$ cat src/rtl/uart_resp_pkg.sv
// Shared types and constants for the UART test-responder cluster.
package uart_resp_pkg;
  localparam int BYTE_W = 8;

  localparam logic [7:0] CMD_SAMPLER     = 8'h21;
  localparam logic [7:0] CMD_SAMPLE_READ = 8'h22;
  localparam logic [7:0] CMD_REPLAYER    = 8'h71;
  localparam logic [7:0] CMD_REPLY_CNT   = 8'h72;

  typedef enum logic [2:0] {
    IDLE    = 3'd0,
    WAIT_RX = 3'd1,
    SEND    = 3'd2,
    WAIT_TX = 3'd3,
    DONE    = 3'd4
  } resp_state_t;
endpackage

$ cat src/rtl/byte_sender.sv
// Responder FSM shared by replayer and reply_cnt: waits for one received byte,
// then streams either that byte (echo) or the sequence 0..N-1 (count mode).
module byte_sender
  import uart_resp_pkg::*;
#(
  parameter int W          = BYTE_W,
  parameter bit COUNT_MODE = 1'b0
) (
  input  logic         i_clk,
  input  logic         i_reset_n,
  input  logic         i_activate,
  input  logic         i_rx_ready,
  input  logic [W-1:0] i_rx_data,
  input  logic         i_tx_active,
  input  logic         i_tx_done,
  output logic         o_tx_start,
  output logic [W-1:0] o_tx_data,
  output logic         o_done
);
  resp_state_t  r_state;
  logic [W-1:0] r_byte;
  logic [W-1:0] r_len;
  logic [W-1:0] r_idx;
  logic [W-1:0] r_tx_data;
  logic         r_tx_start;
  logic         r_done;

  logic [W-1:0] w_next_byte;
  logic [W-1:0] w_rx_len;
  logic [W-1:0] w_rx_first;
  logic         w_more;

  always_comb begin
    w_next_byte = COUNT_MODE ? r_idx : r_byte;
    w_rx_len    = COUNT_MODE ? i_rx_data : W'(1);
    w_rx_first  = COUNT_MODE ? W'(0) : i_rx_data;
    w_more      = (r_idx != r_len);
  end

  // r_idx counts bytes already handed to the UART; the stream ends when it reaches r_len.
  always_ff @(posedge i_clk) begin
    if (!i_reset_n) begin
      r_state    <= IDLE;
      r_byte     <= '0;
      r_len      <= '0;
      r_idx      <= '0;
      r_tx_data  <= '0;
      r_tx_start <= 1'b0;
      r_done     <= 1'b0;
    end else if (!i_activate) begin
      r_state    <= IDLE;
      r_idx      <= '0;
      r_tx_data  <= '0;
      r_tx_start <= 1'b0;
      r_done     <= 1'b0;
    end else begin
      r_tx_start <= 1'b0;
      case (r_state)
        IDLE: begin
          r_done  <= 1'b0;
          r_state <= WAIT_RX;
        end
        WAIT_RX: begin
          if (i_rx_ready) begin
            r_byte  <= i_rx_data;
            r_len   <= w_rx_len;
            r_idx   <= '0;
            r_state <= SEND;
            if ((w_rx_len != '0) && !i_tx_active) begin
              r_tx_start <= 1'b1;
              r_tx_data  <= w_rx_first;
              r_idx      <= W'(1);
              r_state    <= WAIT_TX;
            end
          end
        end
        SEND: begin
          if (!w_more) begin
            r_done  <= 1'b1;
            r_state <= DONE;
          end else if (!i_tx_active) begin
            r_tx_start <= 1'b1;
            r_tx_data  <= w_next_byte;
            r_idx      <= r_idx + W'(1);
            r_state    <= WAIT_TX;
          end
        end
        WAIT_TX: begin
          if (i_tx_done) begin
            if (!w_more) begin
              r_done  <= 1'b1;
              r_state <= DONE;
            end else if (!i_tx_active) begin
              r_tx_start <= 1'b1;
              r_tx_data  <= w_next_byte;
              r_idx      <= r_idx + W'(1);
            end else begin
              r_state <= SEND;
            end
          end
        end
        DONE: begin
          r_done <= 1'b1;
        end
        default: begin
          r_state <= IDLE;
        end
      endcase
    end
  end

  assign o_tx_start = r_tx_start;
  assign o_tx_data  = r_tx_data;
  assign o_done     = r_done;
endmodule

$ cat src/rtl/fake_adc.sv
// Synthetic ADC: free-running sawtooth advanced once per enabled cycle.
module fake_adc
  import uart_resp_pkg::*;
#(
  parameter int W = BYTE_W
) (
  input  logic         i_clk,
  input  logic         i_reset_n,
  input  logic         i_en,
  output logic [W-1:0] o_data
);
  logic [W-1:0] r_data;

  // Natural wrap from all-ones back to zero.
  always_ff @(posedge i_clk) begin
    if (!i_reset_n) begin
      r_data <= '0;
    end else if (i_en) begin
      r_data <= r_data + W'(1);
    end
  end

  assign o_data = r_data;
endmodule

$ cat src/rtl/replayer.sv
// One-byte echo responder.
module replayer
  import uart_resp_pkg::*;
#(
  parameter int W = BYTE_W
) (
  input  logic         i_clk,
  input  logic         i_reset_n,
  input  logic         i_activate,
  input  logic         i_rx_ready,
  input  logic [W-1:0] i_rx_data,
  input  logic         i_tx_active,
  input  logic         i_tx_done,
  output logic         o_tx_start,
  output logic [W-1:0] o_tx_data,
  output logic         o_done
);
  byte_sender #(.W(W), .COUNT_MODE(1'b0)) u_sender (
    .i_clk      (i_clk),
    .i_reset_n  (i_reset_n),
    .i_activate (i_activate),
    .i_rx_ready (i_rx_ready),
    .i_rx_data  (i_rx_data),
    .i_tx_active(i_tx_active),
    .i_tx_done  (i_tx_done),
    .o_tx_start (o_tx_start),
    .o_tx_data  (o_tx_data),
    .o_done     (o_done)
  );
endmodule

$ cat src/rtl/reply_cnt.sv
// Count-sequence responder: received byte N selects the stream 0..N-1.
module reply_cnt
  import uart_resp_pkg::*;
#(
  parameter int W = BYTE_W
) (
  input  logic         i_clk,
  input  logic         i_reset_n,
  input  logic         i_activate,
  input  logic         i_rx_ready,
  input  logic [W-1:0] i_rx_data,
  input  logic         i_tx_active,
  input  logic         i_tx_done,
  output logic         o_tx_start,
  output logic [W-1:0] o_tx_data,
  output logic         o_done
);
  byte_sender #(.W(W), .COUNT_MODE(1'b1)) u_sender (
    .i_clk      (i_clk),
    .i_reset_n  (i_reset_n),
    .i_activate (i_activate),
    .i_rx_ready (i_rx_ready),
    .i_rx_data  (i_rx_data),
    .i_tx_active(i_tx_active),
    .i_tx_done  (i_tx_done),
    .o_tx_start (o_tx_start),
    .o_tx_data  (o_tx_data),
    .o_done     (o_done)
  );
endmodule

$ cat src/rtl/uart_test_responders.sv
// UART test-responder cluster: fake ADC, echo and count responders, and the
// priority TX mux that hands the shared transmitter to the active responder.
module uart_test_responders
  import uart_resp_pkg::*;
#(
  parameter int DATA_WIDTH = BYTE_W
) (
  input  logic                  clk,
  input  logic                  reset,
  input  logic                  adc_en,
  output logic [DATA_WIDTH-1:0] adc_data,
  input  logic                  rx_ready,
  input  logic [DATA_WIDTH-1:0] rx_data,
  input  logic                  tx_active,
  input  logic                  tx_done,
  output logic                  tx_start,
  output logic [DATA_WIDTH-1:0] tx_data,
  input  logic                  replayer_activate,
  output logic                  replayer_done,
  input  logic                  reply_cnt_activate,
  output logic                  reply_cnt_done
);
  logic                  w_rp_start;
  logic [DATA_WIDTH-1:0] w_rp_data;
  logic                  w_rc_start;
  logic [DATA_WIDTH-1:0] w_rc_data;

  fake_adc #(.W(DATA_WIDTH)) u_fake_adc (
    .i_clk    (clk),
    .i_reset_n(reset),
    .i_en     (adc_en),
    .o_data   (adc_data)
  );

  replayer #(.W(DATA_WIDTH)) u_replayer (
    .i_clk      (clk),
    .i_reset_n  (reset),
    .i_activate (replayer_activate),
    .i_rx_ready (rx_ready),
    .i_rx_data  (rx_data),
    .i_tx_active(tx_active),
    .i_tx_done  (tx_done),
    .o_tx_start (w_rp_start),
    .o_tx_data  (w_rp_data),
    .o_done     (replayer_done)
  );

  reply_cnt #(.W(DATA_WIDTH)) u_reply_cnt (
    .i_clk      (clk),
    .i_reset_n  (reset),
    .i_activate (reply_cnt_activate),
    .i_rx_ready (rx_ready),
    .i_rx_data  (rx_data),
    .i_tx_active(tx_active),
    .i_tx_done  (tx_done),
    .o_tx_start (w_rc_start),
    .o_tx_data  (w_rc_data),
    .o_done     (reply_cnt_done)
  );

  // Replayer has priority when both responders are activated.
  always_comb begin
    if (replayer_activate) begin
      tx_start = w_rp_start;
      tx_data  = w_rp_data;
    end else if (reply_cnt_activate) begin
      tx_start = w_rc_start;
      tx_data  = w_rc_data;
    end else begin
      tx_start = 1'b0;
      tx_data  = '0;
    end
  end
endmodule

$ cat config.mk
export PLATFORM = sky130hd
export DESIGN_NAME = uart_test_responders
export DESIGN_NICKNAME = d
export VERILOG_FILES = /design/src/rtl/uart_resp_pkg.sv /design/src/rtl/byte_sender.sv /design/src/rtl/fake_adc.sv /design/src/rtl/replayer.sv /design/src/rtl/reply_cnt.sv /design/src/rtl/uart_test_responders.sv
export SDC_FILE = /design/constraint.sdc
export NUM_CORES = 1
export LEC_CHECK = 0
export ABC_AREA = 1
export BUFFER_PORTS_ARGS = -buffer_cell sky130_fd_sc_hd__buf_2
export CAP_MARGIN = 25
export CORE_MARGIN = 1.5
export CORE_UTILIZATION = 50
export DETAILED_ROUTE_END_ITERATION = 10
export GPL_TIMING_DRIVEN = 0
export MAX_ROUTING_LAYER = met4
export PLACE_DENSITY = 0.69
export SKIP_LAST_GASP = 1
export SYNTH_ARGS = -nofsm -noshare
export SYNTH_HDL_FRONTEND = slang
export SYNTH_SLANG_ARGS = --single-unit
$ cat constraint.sdc
create_clock -name clk -period 1.4 [get_ports clk]
set_clock_uncertainty 0.1 [all_clocks]
set_input_delay 0.07 -clock clk [delete_from_list [all_inputs] [get_ports clk]]
set_output_delay 0.07 -clock clk [all_outputs]
set_load 0.02 [all_outputs]
==> flow_metrics.py <==
metrics = {
    "drt": {
        "ant_nets": 0,
        "wl_um": 12190,
        "wl_per_cell_um": 16.69,
        "route.detailed.drc": 0,
        "vias_per_cell": 5.577,
        "firstDrtPassIters": 5,
        "vias": 4071,
        "drt_iter0_markers": 307,
    },
    "setup_path": {
        "cp.arrival_ns": 1.85,
        "worstSetupStartpoint": "u_reply_cnt.u_sender.r_idx[1]$_SDFFE_PN0P_",
        "critPathKind": "reg2reg",
        "r2r_start": "u_reply_cnt.u_sender.r_idx[1]$_SDFFE_PN0P_",
        "rr_worst_depth": 9,
        "r2r-end": "u_reply_cnt.u_sender.r_state[1]$_SDFFE_PN0P_",
        "rrSetupSlack_ns": -0.30,
        "start_kind": "register",
        "critPathMaxFanout": 5,
        "required_ns": 1.55,
        "end_kind": "register",
        "endpoint": "u_reply_cnt.u_sender.r_state[1]$_SDFFE_PN0P_",
    },
    "layout": {
        "fin_area_um2": 5239,
        "final_core_util_pct": 77.97,
        "syn_to_final_growth_pct": 52.09,
        "num_antenna_cells": 0,
        "drive_above_1_share_pct": 44.62,
        "multi_input_area_um2": 2366,
        "n_fill_cell": 484,
        "fin_nets": 664,
        "regArea_um2": 1408,
    },
    "clock_network": {
        "cts.path.max_buffers": 2,
        "cts_tree": "built",
        "cts_buffers": 9,
        "h-tree-depth": 3,
        "clk_latency_ns": 0.36,
        "path_clk_slew_ns": 0.07,
        "clock_sinks": 67,
        "cts_root_buf": "clkbuf_8",
    },
    "global_route": {
        "grt_max_degree": 12,
        "grt_pass1_wl_um": 16640,
        "grtUsageTotal_pct": 29.85,
        "antenna_found_initial": 0,
        "grt_remaining_overflow": 0,
        "grt_pass1_vias": 3525,
    },
    "placed_design": {
        "portBuffers": 34,
        "gp_congestion": 0.9413,
        "dp_hpwl_um": 6356,
        "placed_area_um2": 3749,
    },
    "timing": {
        "final-max-slew-violation-count": 0,
        "finalHoldViolCount": 0,
        "rsz0062_at_grt": "true",
        "setup_viol": 57,
        "fin_crit_sh_pct": 121.3,
        "tightest_slew_ns": 0.7478,
        "slew_headroom_pct": 50.15,
        "finalWorstSetupSlack_ns": -0.2989,
        "fin_crit_ns": 1.699,
        "max_freq_mhz": 588.6,
    },
    "yosys": {
        "synthSimpleGateAreaFrac_pct": 35.13,
        "yosys.area_share.xor_xnor_pct": 2.288,
        "synth_top_family_by_area": "simple AND/OR/NAND/NOR gates",
        "syn_area_per_cell_um2": 6.499,
        "synth_adder_area_share_pct": 1.090,
        "yosys_register_bits": 67,
        "netlist.area_leader.share_pct": 38.94,
        "synthCells": 530,
        "synthMuxAreaShare_pct": 0,
        "yosysTopAreaCell": "dfxtp_1",
        "synth_compound_area_share_pct": 13.04,
        "synth_cell_types": 34,
        "synthTopCellsByArea": "dfxtp_1 (39%), nand2_1 (15%), nor2_1 (9.9%)",
        "syn-num-nets": 549,
        "yosysWarnings": 0,
        "netlist_area_um2": 3445,
        "synth.yosys.seq_area_share_pct": 38.94,
    },
    "pwr": {
        "p_leak_nw": 2.234,
        "ir_drop_v": 0.0005834,
        "power_density_nw_per_um2": 919.6,
    },
    "floorplan": {
        "die_w_um": 86,
        "die-area_um2": 7396,
        "ios": 35,
        "start_util_pct": 51.27,
        "core_area_um2": 6719,
        "dieHeight_um": 86,
        "rows": 30,
    },
    "min_path": {
        "min_from": "rx_data[4]",
        "hp-class": "in2reg",
    },
    "status": {
        "status": "finished with violations",
        "violations": "setup timing",
    },
    "job": {
        "drv_cap": 0,
    },
}
cell usage in the layout, fill, tap and decap left out, drive strengths merged, types with 3 or more instances in the layout:
| cell type | instances |
|---|---|
| nand4 | 5 |
| xor2 | 4 |
| a21oi | 39 |
| clkbuf | 19 |
| clkinv | 3 |
| xnor2 | 5 |
| inv | 69 |
| dlygate4sd3 | 13 |
| buf | 93 |
| ha | 3 |
| nor2 | 93 |
| o22ai | 7 |
| nand3 | 27 |
| dfxtp | 67 |
| nor3 | 14 |
| nand2 | 144 |
| o21ai | 34 |
through the flow:
step | hold WS (ns) | power [mW] | setup TNS (ns) | worst slack (ns) | std cells
2_1_floorplan | 0.1049 | 2.540 | -0.9249 | -0.1027 | 530
3_3_place_gp | 0.2599 | 2.715 | -12.34 | -0.3053 | 644
3_5_place_dp | 0.2742 | 2.726 | -13.34 | -0.3148 | 644
4_1_cts | 0.02986 | 4.583 | -4.725 | -0.1653 | 706
5_1_grt | 0.07288 | 4.979 | -12.61 | -0.3577 | 730
6_report | 0.03057 | 4.817 | -9.329 | -0.2989 | 730
worst max-delay path, stage by stage (launching register included):
cell	delay, ns
dfxtp_4	0.40
nand2_1	0.09
nand2_1	0.13
nand2_2	0.10
nor2_4	0.18
nand2_4	0.12
nand3_1	0.13
nand3_2	0.13
nor2_1	0.16
nor2_1	0.06
cells by family (layout without fill, tap and decap cells):
family                   count (synthesis)  in the layout
adder cells (fa/ha/maj)                  3              3
buffers and inverters                   82            200
XOR/XNOR                                 9              9
AO/OA/AOI/OAI                           84             84
flip-flops                              67             67
AND/OR/NAND/NOR                        285            287
synth_stat cells:
cell type	n
a21boi_2	1
a21oi_1	38
a21oi_2	1
a31oi_1	1
buf_4	2
buf_8	1
clkbuf_1	7
clkbuf_2	1
clkinv_1	1
dfxtp_1	67
ha_1	3
inv_1	64
inv_2	6
nand2_1	140
nand2_2	3
nand3_1	24
nand3_4	2
nand3b_1	1
nand4_1	4
nand4_2	1
nor2_1	91
nor2_2	1
nor2_4	1
nor3_1	12
nor3_2	1
nor3_4	1
nor3b_1	1
o211ai_1	2
o21ai_0	33
o21ai_2	1
o22ai_1	7
or2_2	2
xnor2_1	5
xor2_1	4
worst min-delay path by stage:
| stage | depth (start not counted) | slack (ns) | to |
|---|---|---|---|
| after CTS | 5 | 0.03 | u_replayer.u_sender.o_tx_data[4]$_SDFFE_PN0P_ |
| after floorplan | 2 | 0.10 | u_replayer.u_sender.r_byte[4]$_SDFFE_PN0P_ |
| after global placement | 3 | 0.26 | u_replayer.u_sender.r_byte[4]$_SDFFE_PN0P_ |
| final | 5 | 0.03 | u_replayer.u_sender.o_tx_data[4]$_SDFFE_PN0P_ |
| after global routing | 3 | 0.07 | u_replayer.u_sender.r_idx[0]$_SDFFE_PN0P_ |
| after detailed placement | 3 | 0.27 | u_replayer.u_sender.r_byte[4]$_SDFFE_PN0P_ |
power by group:
part / switching (mW) / internal, mW / total, mW / leakage (nW)
clock: 0.781 / 0.869 / 1.65 / 0.0926
combinational: 0.694 / 0.451 / 1.15 / 1.58
sequential: 0.0604 / 1.96 / 2.02 / 0.559
registers in the layout, summed over array words and instances (netlist names):
| register | cells |
|---|---|
| u_fake_adc.o_data | 8 |
| u_replayer.u_sender.o_done | 1 |
| u_replayer.u_sender.o_tx_data | 8 |
| u_replayer.u_sender.o_tx_start | 1 |
| u_replayer.u_sender.r_byte | 8 |
| u_replayer.u_sender.r_idx | 8 |
| u_replayer.u_sender.r_len | 1 |
| u_replayer.u_sender.r_state | 3 |
| u_reply_cnt.u_sender.o_done | 1 |
| u_reply_cnt.u_sender.o_tx_data | 8 |
| u_reply_cnt.u_sender.o_tx_start | 1 |
| u_reply_cnt.u_sender.r_idx | 8 |
| u_reply_cnt.u_sender.r_len | 8 |
| u_reply_cnt.u_sender.r_state | 3 |
per-layer routing:
metal  vias up  track usage, %  part of all wire [%]
li1       1922               -                     -
met1      1904           35.74                    38
met2       186           49.03                    51
met3        59           4.716                   5.5
met4         0           14.37                   5.2
met5         -               -                     0
area by class of cell:
type	instances	share of cell area, %
clock inverter	4	0.9553
sequential	67	26.87
tap	80	1.911
timing repair buffer	103	15.12
clock buffer	12	2.770
buffer	10	1.457
inverter	71	5.756
multi-input combinational	383	45.16
what timing repair did:
action / in CTS / in global routing
gates resized for setup: 104 / 135
endpoints found under the setup margin: 59 / 61
buffers inserted: 28 / 27
hold buffers: 13 / 0
hold endpoints to repair: 19 / 0
pin swaps: 29 / 43
cloned: 5 / 1
No activity file was read; power rests on OpenSTA's default activity.
